===== config.mk =====
export PLATFORM = sky130hd
export DESIGN_NAME = uart_tx_frame
export DESIGN_NICKNAME = d
export VERILOG_FILES = /design/src/rtl/uart_tx_frame_pkg.sv /design/src/rtl/uart_baud_gen.sv /design/src/rtl/uart_tx_frame.sv
export SDC_FILE = /design/constraint.sdc
export NUM_CORES = 1
export LEC_CHECK = 0
export BUFFER_PORTS_ARGS = -buffer_cell sky130_fd_sc_hd__buf_2
export CAP_MARGIN = 40
export CORE_ASPECT_RATIO = 0.8
export CORE_UTILIZATION = 54
export CTS_CLUSTER_DIAMETER = 200
export DETAILED_ROUTE_END_ITERATION = 10
export HOLD_SLACK_MARGIN = 0.02
export PLACE_DENSITY = 0.76
export SKIP_LAST_GASP = 1
export SLEW_MARGIN = 40
export SYNTH_ARGS = -nofsm -noshare
export SYNTH_HDL_FRONTEND = slang
export SYNTH_HIERARCHICAL = 1
export SYNTH_SLANG_ARGS = --single-unit

===== constraint.sdc =====
create_clock -name TX_CLK -period 2.74 [get_ports TX_CLK]
set_clock_uncertainty 0.1 [all_clocks]
set_input_delay 0.548 -clock TX_CLK [delete_from_list [all_inputs] [get_ports TX_CLK]]
set_output_delay 0.548 -clock TX_CLK [all_outputs]
set_load 0.02 [all_outputs]

===== src/rtl/uart_tx_frame_pkg.sv =====
// rtl/uart_tx_frame_pkg.sv - shared UART framing state encodings and line constants
package uart_tx_frame_pkg;

  // Frame FSM encodings, shared with the receive side
  typedef enum logic [2:0] {
    S_IDLE   = 3'd0,
    S_START  = 3'd1,
    S_DATA   = 3'd2,
    S_PARITY = 3'd3,
    S_STOP   = 3'd4
  } uart_state_e;

  // Level of an idle (marking) serial line
  localparam logic UART_LINE_IDLE = 1'b1;

endpackage


===== src/rtl/uart_baud_gen.sv =====
// rtl/uart_baud_gen.sv - bit-period counter producing a tick on the last cycle of each bit
module uart_baud_gen #(
  parameter int CLKS_PER_BIT = 16
) (
  input  logic TX_CLK,
  input  logic TX_RST,
  input  logic enable_i,
  output logic bit_tick_o
);

  localparam int CNT_W = $clog2(CLKS_PER_BIT);
  localparam logic [CNT_W-1:0] CNT_LAST = CNT_W'(CLKS_PER_BIT - 1);

  logic [CNT_W-1:0] cnt_q, cnt_d;

  // Tick on the final cycle of a bit; hold the count at zero while idle so frames start phase-aligned
  always_comb begin
    bit_tick_o = enable_i && (cnt_q == CNT_LAST);
    cnt_d      = cnt_q;
    if (!enable_i || bit_tick_o) begin
      cnt_d = '0;
    end else begin
      cnt_d = cnt_q + CNT_W'(1);
    end
  end

  // Tick counter register
  always_ff @(posedge TX_CLK or posedge TX_RST) begin
    if (TX_RST) begin
      cnt_q <= '0;
    end else begin
      cnt_q <= cnt_d;
    end
  end

endmodule


===== src/rtl/uart_tx_frame.sv =====
// rtl/uart_tx_frame.sv - UART frame transmitter; parity bit enabled by `UART_TX_PARITY_EN
`ifndef DATA_WIDTH
`define DATA_WIDTH 8
`endif

module uart_tx_frame
  import uart_tx_frame_pkg::*;
#(
  parameter int DATA_WIDTH   = `DATA_WIDTH,
  parameter int CLKS_PER_BIT = 16,
  parameter int STOP_BITS    = 1,
  parameter bit PARITY_ODD   = 1'b0
) (
  input  logic                  TX_CLK,
  input  logic                  TX_RST,
  input  logic [DATA_WIDTH-1:0] DATA_IN,
  input  logic                  TX_START,
  output logic                  TX_READY,
  output logic                  TX_DONE,
  output logic                  TX_DATA
);

  localparam int IDX_W = $clog2(DATA_WIDTH);
  localparam logic [IDX_W-1:0] LAST_IDX  = IDX_W'(DATA_WIDTH - 1);
  localparam logic             LAST_STOP = 1'(STOP_BITS - 1);

  uart_state_e           state_q, state_d;
  logic [DATA_WIDTH-1:0] shift_q, shift_d;
  logic [IDX_W-1:0]      idx_q, idx_d;
  logic                  stop_q, stop_d;
  logic                  bit_tick;
  logic                  baud_en;
`ifdef UART_TX_PARITY_EN
  logic                  parity_q, parity_d;
`else
  logic                  unused_parity_odd;
  assign unused_parity_odd = PARITY_ODD;
`endif

  assign baud_en = (state_q != S_IDLE);

  uart_baud_gen #(
    .CLKS_PER_BIT(CLKS_PER_BIT)
  ) u_baud_gen (
    .TX_CLK    (TX_CLK),
    .TX_RST    (TX_RST),
    .enable_i  (baud_en),
    .bit_tick_o(bit_tick)
  );

  // Frame sequencing: next state, shift/bit/stop counters and line level
  always_comb begin
    state_d  = state_q;
    shift_d  = shift_q;
    idx_d    = idx_q;
    stop_d   = stop_q;
`ifdef UART_TX_PARITY_EN
    parity_d = parity_q;
`endif
    TX_DATA  = UART_LINE_IDLE;
    TX_READY = 1'b0;
    TX_DONE  = 1'b0;
    case (state_q)
      S_IDLE: begin
        TX_READY = 1'b1;
        if (TX_START) begin
          shift_d  = DATA_IN;
          idx_d    = '0;
          stop_d   = 1'b0;
`ifdef UART_TX_PARITY_EN
          // Parity comes from the accepted word, not the shifting copy
          parity_d = (^DATA_IN) ^ PARITY_ODD;
`endif
          state_d  = S_START;
        end
      end
      S_START: begin
        TX_DATA = 1'b0;
        if (bit_tick) state_d = S_DATA;
      end
      S_DATA: begin
        TX_DATA = shift_q[0];
        if (bit_tick) begin
          shift_d = shift_q >> 1;
          if (idx_q == LAST_IDX) begin
`ifdef UART_TX_PARITY_EN
            state_d = S_PARITY;
`else
            state_d = S_STOP;
`endif
          end else begin
            idx_d = idx_q + IDX_W'(1);
          end
        end
      end
`ifdef UART_TX_PARITY_EN
      S_PARITY: begin
        TX_DATA = parity_q;
        if (bit_tick) state_d = S_STOP;
      end
`endif
      S_STOP: begin
        TX_DATA = 1'b1;
        if (bit_tick) begin
          if (stop_q == LAST_STOP) begin
            TX_DONE = 1'b1;
            state_d = S_IDLE;
          end else begin
            stop_d = 1'b1;
          end
        end
      end
      default: state_d = S_IDLE;
    endcase
  end

  // State and datapath registers; reset aborts any frame in flight
  always_ff @(posedge TX_CLK or posedge TX_RST) begin
    if (TX_RST) begin
      state_q  <= S_IDLE;
      shift_q  <= '0;
      idx_q    <= '0;
      stop_q   <= 1'b0;
`ifdef UART_TX_PARITY_EN
      parity_q <= 1'b0;
`endif
    end else begin
      state_q  <= state_d;
      shift_q  <= shift_d;
      idx_q    <= idx_d;
      stop_q   <= stop_d;
`ifdef UART_TX_PARITY_EN
      parity_q <= parity_d;
`endif
    end
  end

endmodule


==> results of run 1 <==
[power groups by stage]
stage / registers [mW] / logic, mW / clock network [mW]
3_5_place_dp: 0.456 / 0.352 / 0
3_3_place_gp: 0.445 / 0.335 / 0
6_report: 0.451 / 0.348 / 0.162
5_1_grt: 0.468 / 0.386 / 0.176
4_1_cts: 0.451 / 0.352 / 0.167
2_1_floorplan: 0.422 / 0.307 / 0
[routing by layer]
layer,global-route usage,vias up
met5,0,-
met4,0.0643,0
met3,0.0682,5
met2,0.399,13
met1,0.225,352
li1,-,348
[worst max-delay path by stage]
stage / cells after the start / start / endpoint / slack (ns)
after floorplan: 7 / state_q[1] / TX_DONE / 0.17
after global placement: 7 / state_q[2] / TX_DONE / 0.62
after detailed placement: 7 / state_q[0] / TX_DONE / 0.54
after CTS: 7 / state_q[0] / TX_DONE / 0.21
after global routing: 7 / state_q[0] / TX_DONE / 0.02
final: 7 / state_q[2] / TX_DONE / 0.22
[cell type report]
| cell class | instances | area [um2] |
|---|---|---|
| Fill cell | 136 | 566 |
| Multi-Input combinational cell | 61 | 477 |
| Sequential cell | 18 | 450 |
| Timing Repair Buffer | 15 | 80.1 |
| Clock buffer | 4 | 36.3 |
| Tap cell | 22 | 27.5 |
| Inverter | 6 | 22.5 |
[critical path, cell delays in order, from the launching register on]
cell and delay, ns:
dfrtp_1 0.47, or3_1 0.45, inv_1 0.14, nor2_1 0.06
buf_4 0.15, inv_1 0.08, nor4b_1 0.05, buf_2 0.17
[cell usage after synthesis]
| library cell | n |
|---|---|
| nand3b_1 | 2 |
| nand2b_1 | 1 |
| nor2_1 | 6 |
| a31oi_1 | 1 |
| mux2_2 | 12 |
| nor4b_1 | 1 |
| nand2_1 | 6 |
| nor3_1 | 1 |
| or3_1 | 1 |
| inv_1 | 6 |
| a21o_1 | 2 |
| o21ai_0 | 1 |
| xnor2_1 | 1 |
| a21oi_4 | 1 |
| mux2_1 | 2 |
| and3_1 | 1 |
| nor3b_1 | 2 |
| nor2b_1 | 2 |
| nand4b_1 | 2 |
| clkbuf_1 | 1 |
| a22o_1 | 2 |
| or2_1 | 1 |
| o22a_1 | 1 |
| o22ai_1 | 1 |
| o211ai_1 | 1 |
| buf_6 | 1 |
| buf_2 | 3 |
| a311oi_1 | 1 |
| dfrtp_1 | 18 |
| nand3_1 | 1 |
| mux2i_1 | 1 |
| a21oi_1 | 3 |
| o21bai_1 | 1 |
| ha_1 | 3 |
[flip-flops by register name, indices dropped and copies added (netlist names)]
signal,cells
shift_q,8
u_baud_gen/cnt_q,4
idx_q,3
state_q,3
[through the flow]
stage	setup slack [ns]	utilization	hold slack, ns
6_report	0.222	0.659	0.0246
5_1_grt	0.0209	0.659	0.0288
4_1_cts	0.212	0.659	0.0278
3_5_place_dp	0.542	0.637	0.350
3_3_place_gp	0.625	0.637	0.341
2_1_floorplan	0.171	-	0.214
[cells by family (layout without fill, tap and decap cells)]
kind of cell	count (synthesis)	after routing
adders and majority gates	3	3
DFF	18	18
and+or+nand+nor	27	27
xor gates and xnor gates	1	1
AOI/OAI and AO/OA	15	15
muxes	15	15
buffers and inverters	11	25
==> reports/metrics.cfg, run 1 <==
[status]
status=finished, final reports clean

[finish]
fin_nets=119
layout_commonest_cell=dfrtp_1
layout-drive-gt1-share=0.308
fin_area_um2=1090
n_antenna_cell=0
syn2layout_area_growth_pct=11.6
fin_cells=126
final_cell_mix=dfrtp_1 (18), buf_2 (13), mux2_2 (12)

[pwr]
p_int_uw=629
pwr-share-seq=0.470
leakage_nw=0.511
clkPwrFrac=0.169
p_sw_frac=0.346
switchingPower_uw=333
p_comb_frac=0.362
power.density_nw_per_um2=879
report.power.total_uw=961
ir_drop_mv=0.606

[timing]
relSlewSlack=0.634
post-route-period-util=0.919
tightest_slew_ns=0.548
fin_crit_ns=2.52
finalHoldViolations=0
rsz0062_at_grt=false
setup-violations-final=0
final_max_slew_viol_count=0
max_freq_mhz=397
tns_ns=0

[global_route]
antenna_found_initial=0
grt_pass1_vias=664
grt_max_degree=23
grt_pass1_wl_um=2880
grt.overflow.total=0
track_usage=0.207

[synthesis]
ys_warn_count=6
synthCells=90
yosys_register_bits=18
synth_cell_types=34
synth_top_area_frac=0.460
yosys.area_share.simple=0.152
synthAdderAreaFrac=0.0383
synth_area_leaders=dfrtp_1 (46%), mux2_2 (14%), ha_1 (3.8%)
syn_area_um2=980
yosys-mux-area-fraction=0.171
synth_compound_area_frac=0.116
synth-xor-area-share=0.00894
avgSynthCellArea_um2=10.9
seq_area_frac_synth=0.460
yosys.area.top_type=dfrtp_1
synth_fp_nets=104
synth_top_family_by_area=multiplexers

[cts]
tritoncts=done
post_cts_buffers=0
cts-resized-gates=0
cts.sinks=18
ctsLongestPathBuffers=2
htreeDepth=1
cts_buffers=3
clk_pin_slew_ns=0.10
hold_buffers=0
root_buffer=clkbuf_4
clkLatencyLatePin_ns=0.29

[worst_setup_path]
r2r_end=shift_q[6]
worstSetupPathType=flop to output pin
r2r_slack_ns=0.74
r2r-start=state_q[2]
cp-end-kind=output pin
crit_path_start_kind=flop
cp_max_fo=9
rr_worst_depth=7
cp.arrival_ns=1.87
critical_path_required_ns=2.09

[routing]
drt_iter0_markers=21
vias=718
ant_nets=0
wl_met2_um=854
drc_errors=0
drt-total-wl_um=1710
dr.pass1.iters=4
via_per_inst=5.70
wl_met3_um=68
post_drt_wl_per_cell_um=13.5
maxUsedRoutingLayer=met4
wl_met1_um=761

[placement]
place_inst=122
portBuffers=13
place_congestion=0.769
hpwl_um=1300
dpl_cell_area_um2=1060

[die]
core_area_um2=1660
start_util=0.590
ios=14
num_rows=13
die_w_um=49.6
dieArea_um2=1990
die_y_um=40.1

[worst_hold_path]
hold_class=input port to async pin

[flow_run]
cap_violations=0

(Power assumes the default switching activity.)
==> run 2, diff against run 1 <==
- REMOVE_ABC_BUFFERS: not set -> 1
==> run 2 against run 1 <==
Against the previous run: fmax fell by 0.23%; first-iteration DRC count is 24% higher; register-to-register slack is essentially flat; core utilization up 0.60 points; count of clock-buffer cells in the layout is the same; sequential share of layout area is 0.37 points lower; sequential power fell by 1%; routed wire length grew 2.4%; via count fell by 0.84%; critical path type unchanged; largest cell class unchanged.
==> reports/metrics.cfg, run 2 (synthesis gave the netlist of run 1 again) <==
[status]
status=finished, final reports clean

[cts]
clk_pin_slew_ns=0.09  ; about the same
htreeDepth=1  ; unchanged
root_buffer=clkbuf_4
tritoncts=done
ctsLongestPathBuffers=2  ; unchanged
cts.sinks=18  ; unchanged
clkLatencyLatePin_ns=0.30  ; about the same
cts-resized-gates=0  ; unchanged
cts_buffers=3  ; unchanged

[placement]
place_congestion=0.826  ; +7.5%
portBuffers=13  ; unchanged
hpwl_um=1360  ; +5.0%

[routing]
ant_nets=0  ; unchanged
drt-total-wl_um=1750  ; +2.4%
via_per_inst=5.61  ; -1.6%
vias=712  ; -0.84%
drc_errors=0  ; unchanged
post_drt_wl_per_cell_um=13.7  ; +1.6%
dr.pass1.iters=4  ; unchanged
drt_iter0_markers=26  ; +24%

[timing]
relSlewSlack=0.646  ; +0.0111
post-route-period-util=0.921  ; +0.00208
tightest_slew_ns=0.531  ; -0.0166 ns
hold_slack_ns=0.388  ; +0.363 ns
rsz0062_at_grt=false
finalHoldViolations=0  ; unchanged
max_freq_mhz=396  ; -0.23%
fin_crit_ns=2.52  ; +0.00569 ns
setup-violations-final=0  ; unchanged
tns_ns=0  ; unchanged
final_max_slew_viol_count=0  ; unchanged

[finish]
n_antenna_cell=0  ; unchanged
largestRegisters=shift_q: 8 flops, u_baud_gen/cnt_q: 4 flops
layout-drive-gt1-share=0.305  ; -0.00293
syn2layout_area_growth_pct=12.6
final_cell_mix=dfrtp_1 (18), buf_2 (13), mux2_2 (12)
largest_reg_flops=8  ; unchanged
final_util=0.665  ; +0.00603
layout_commonest_cell=dfrtp_1
regMostFlops=shift_q
fin_nets=120  ; +0.84%

[worst_hold_path]
hold_class=flop to flop
hold_path_depth=1

[flow_run]
cap_violations=0  ; unchanged

[worst_setup_path]
cp-end-kind=output pin
cp.arrival_ns=1.88  ; about the same
r2r_end=shift_q[0]
worstSetupPathType=flop to output pin
crit_start=state_q[2]
r2r-start=state_q[2]
r2r_slack_ns=0.73  ; about the same
critical_path_required_ns=2.09  ; about the same
endpoint=TX_DONE
cp_max_fo=9  ; unchanged
crit_path_start_kind=flop
rr_worst_depth=7  ; unchanged

[pwr]
p_int_uw=631  ; +0.34%
switchingPower_uw=331  ; -0.62%
leakage_nw=0.516  ; +0.82%
power.density_nw_per_um2=871  ; -0.90%
report.power.total_uw=961  ; about the same
clkPwrFrac=0.166  ; -0.003
ir_drop_mv=0.563  ; -7.2%
p_sw_frac=0.344  ; -0.00216
p_comb_frac=0.370  ; +0.008
pwr-share-seq=0.464  ; -0.006

[global_route]
antenna_found_initial=0  ; unchanged
grt.overflow.total=0  ; unchanged
track_usage=0.210  ; +0.00295
grt_pass1_wl_um=2940  ; +1.9%
grt_pass1_vias=643  ; -3.2%
grt_max_degree=23  ; unchanged

[die]
start_util=0.590  ; unchanged
dieArea_um2=1990  ; unchanged
ios=14  ; unchanged
num_rows=13  ; unchanged
die_y_um=40.1  ; unchanged
core_area_um2=1660  ; unchanged
die_w_um=49.6  ; unchanged

[run 2: cell types whose count changed in the layout (fill, tap and decap cells not counted)]
cell | before | now
dlygate4sd3_1 | 0 | 1
[run 2: cell type report]
type	count	area [um2]
inverter	6	22.5
tap	22	27.5
timing repair buffer	16	90.1
sequential	18	450
clock buffer	4	36.3
fill	143	556
multi-input combinational	61	477
[run 2: worst max-delay path, cell delays in order (launching register included)]
cell and delay [ns]:
dfrtp_1 0.47, or3_1 0.45, inv_1 0.14, nor2_1 0.06, buf_4 0.15, inv_1 0.10
nor4b_1 0.06, buf_2 0.17
[run 2: repair_timing]
item	CTS	global route
hold buffers	1	0
endpoints found under the hold margin	2	0
setup buffers	0	0
[run 2: how the worst min path moves through the flow]
stage	start	end	slack (ns)
after floorplan	TX_RST	u_baud_gen/cnt_q[0]	0.21
after global placement	TX_RST	u_baud_gen/cnt_q[3]	0.34
after detailed placement	TX_RST	u_baud_gen/cnt_q[1]	0.35
after CTS	shift_q[6]	shift_q[6]	0.39
after global routing	shift_q[6]	shift_q[6]	0.41
final	shift_q[6]	shift_q[6]	0.39
[run 2: routing by layer]
| layer | vias up | wire length [um] | track usage |
|---|---|---|---|
| met4 | 0 | 14 | 0.0429 |
| met3 | 3 | 75 | 0.0682 |
| li1 | 347 | - | - |
| met1 | 348 | 860 | 0.283 |
| met2 | 14 | 795 | 0.338 |
| met5 | - | 0 | 0 |
[run 2: per-stage QoR]
stage	worst slack (ns)	instances	instance area [um2]
after CTS	0.220	127	1100
after floorplan	0.0160	85	950
after detailed placement	0.562	122	1060
final	0.217	127	1100
after global placement	0.634	122	1060
after global routing	0.0643	127	1100
[run 2: power by group through the flow]
stage	Combinational (mW)	Clock (mW)	Sequential, mW
2_1_floorplan	0.266	0	0.439
3_3_place_gp	0.340	0	0.442
3_5_place_dp	0.358	0	0.449
4_1_cts	0.359	0.167	0.445
5_1_grt	0.396	0.177	0.462
6_report	0.356	0.160	0.446
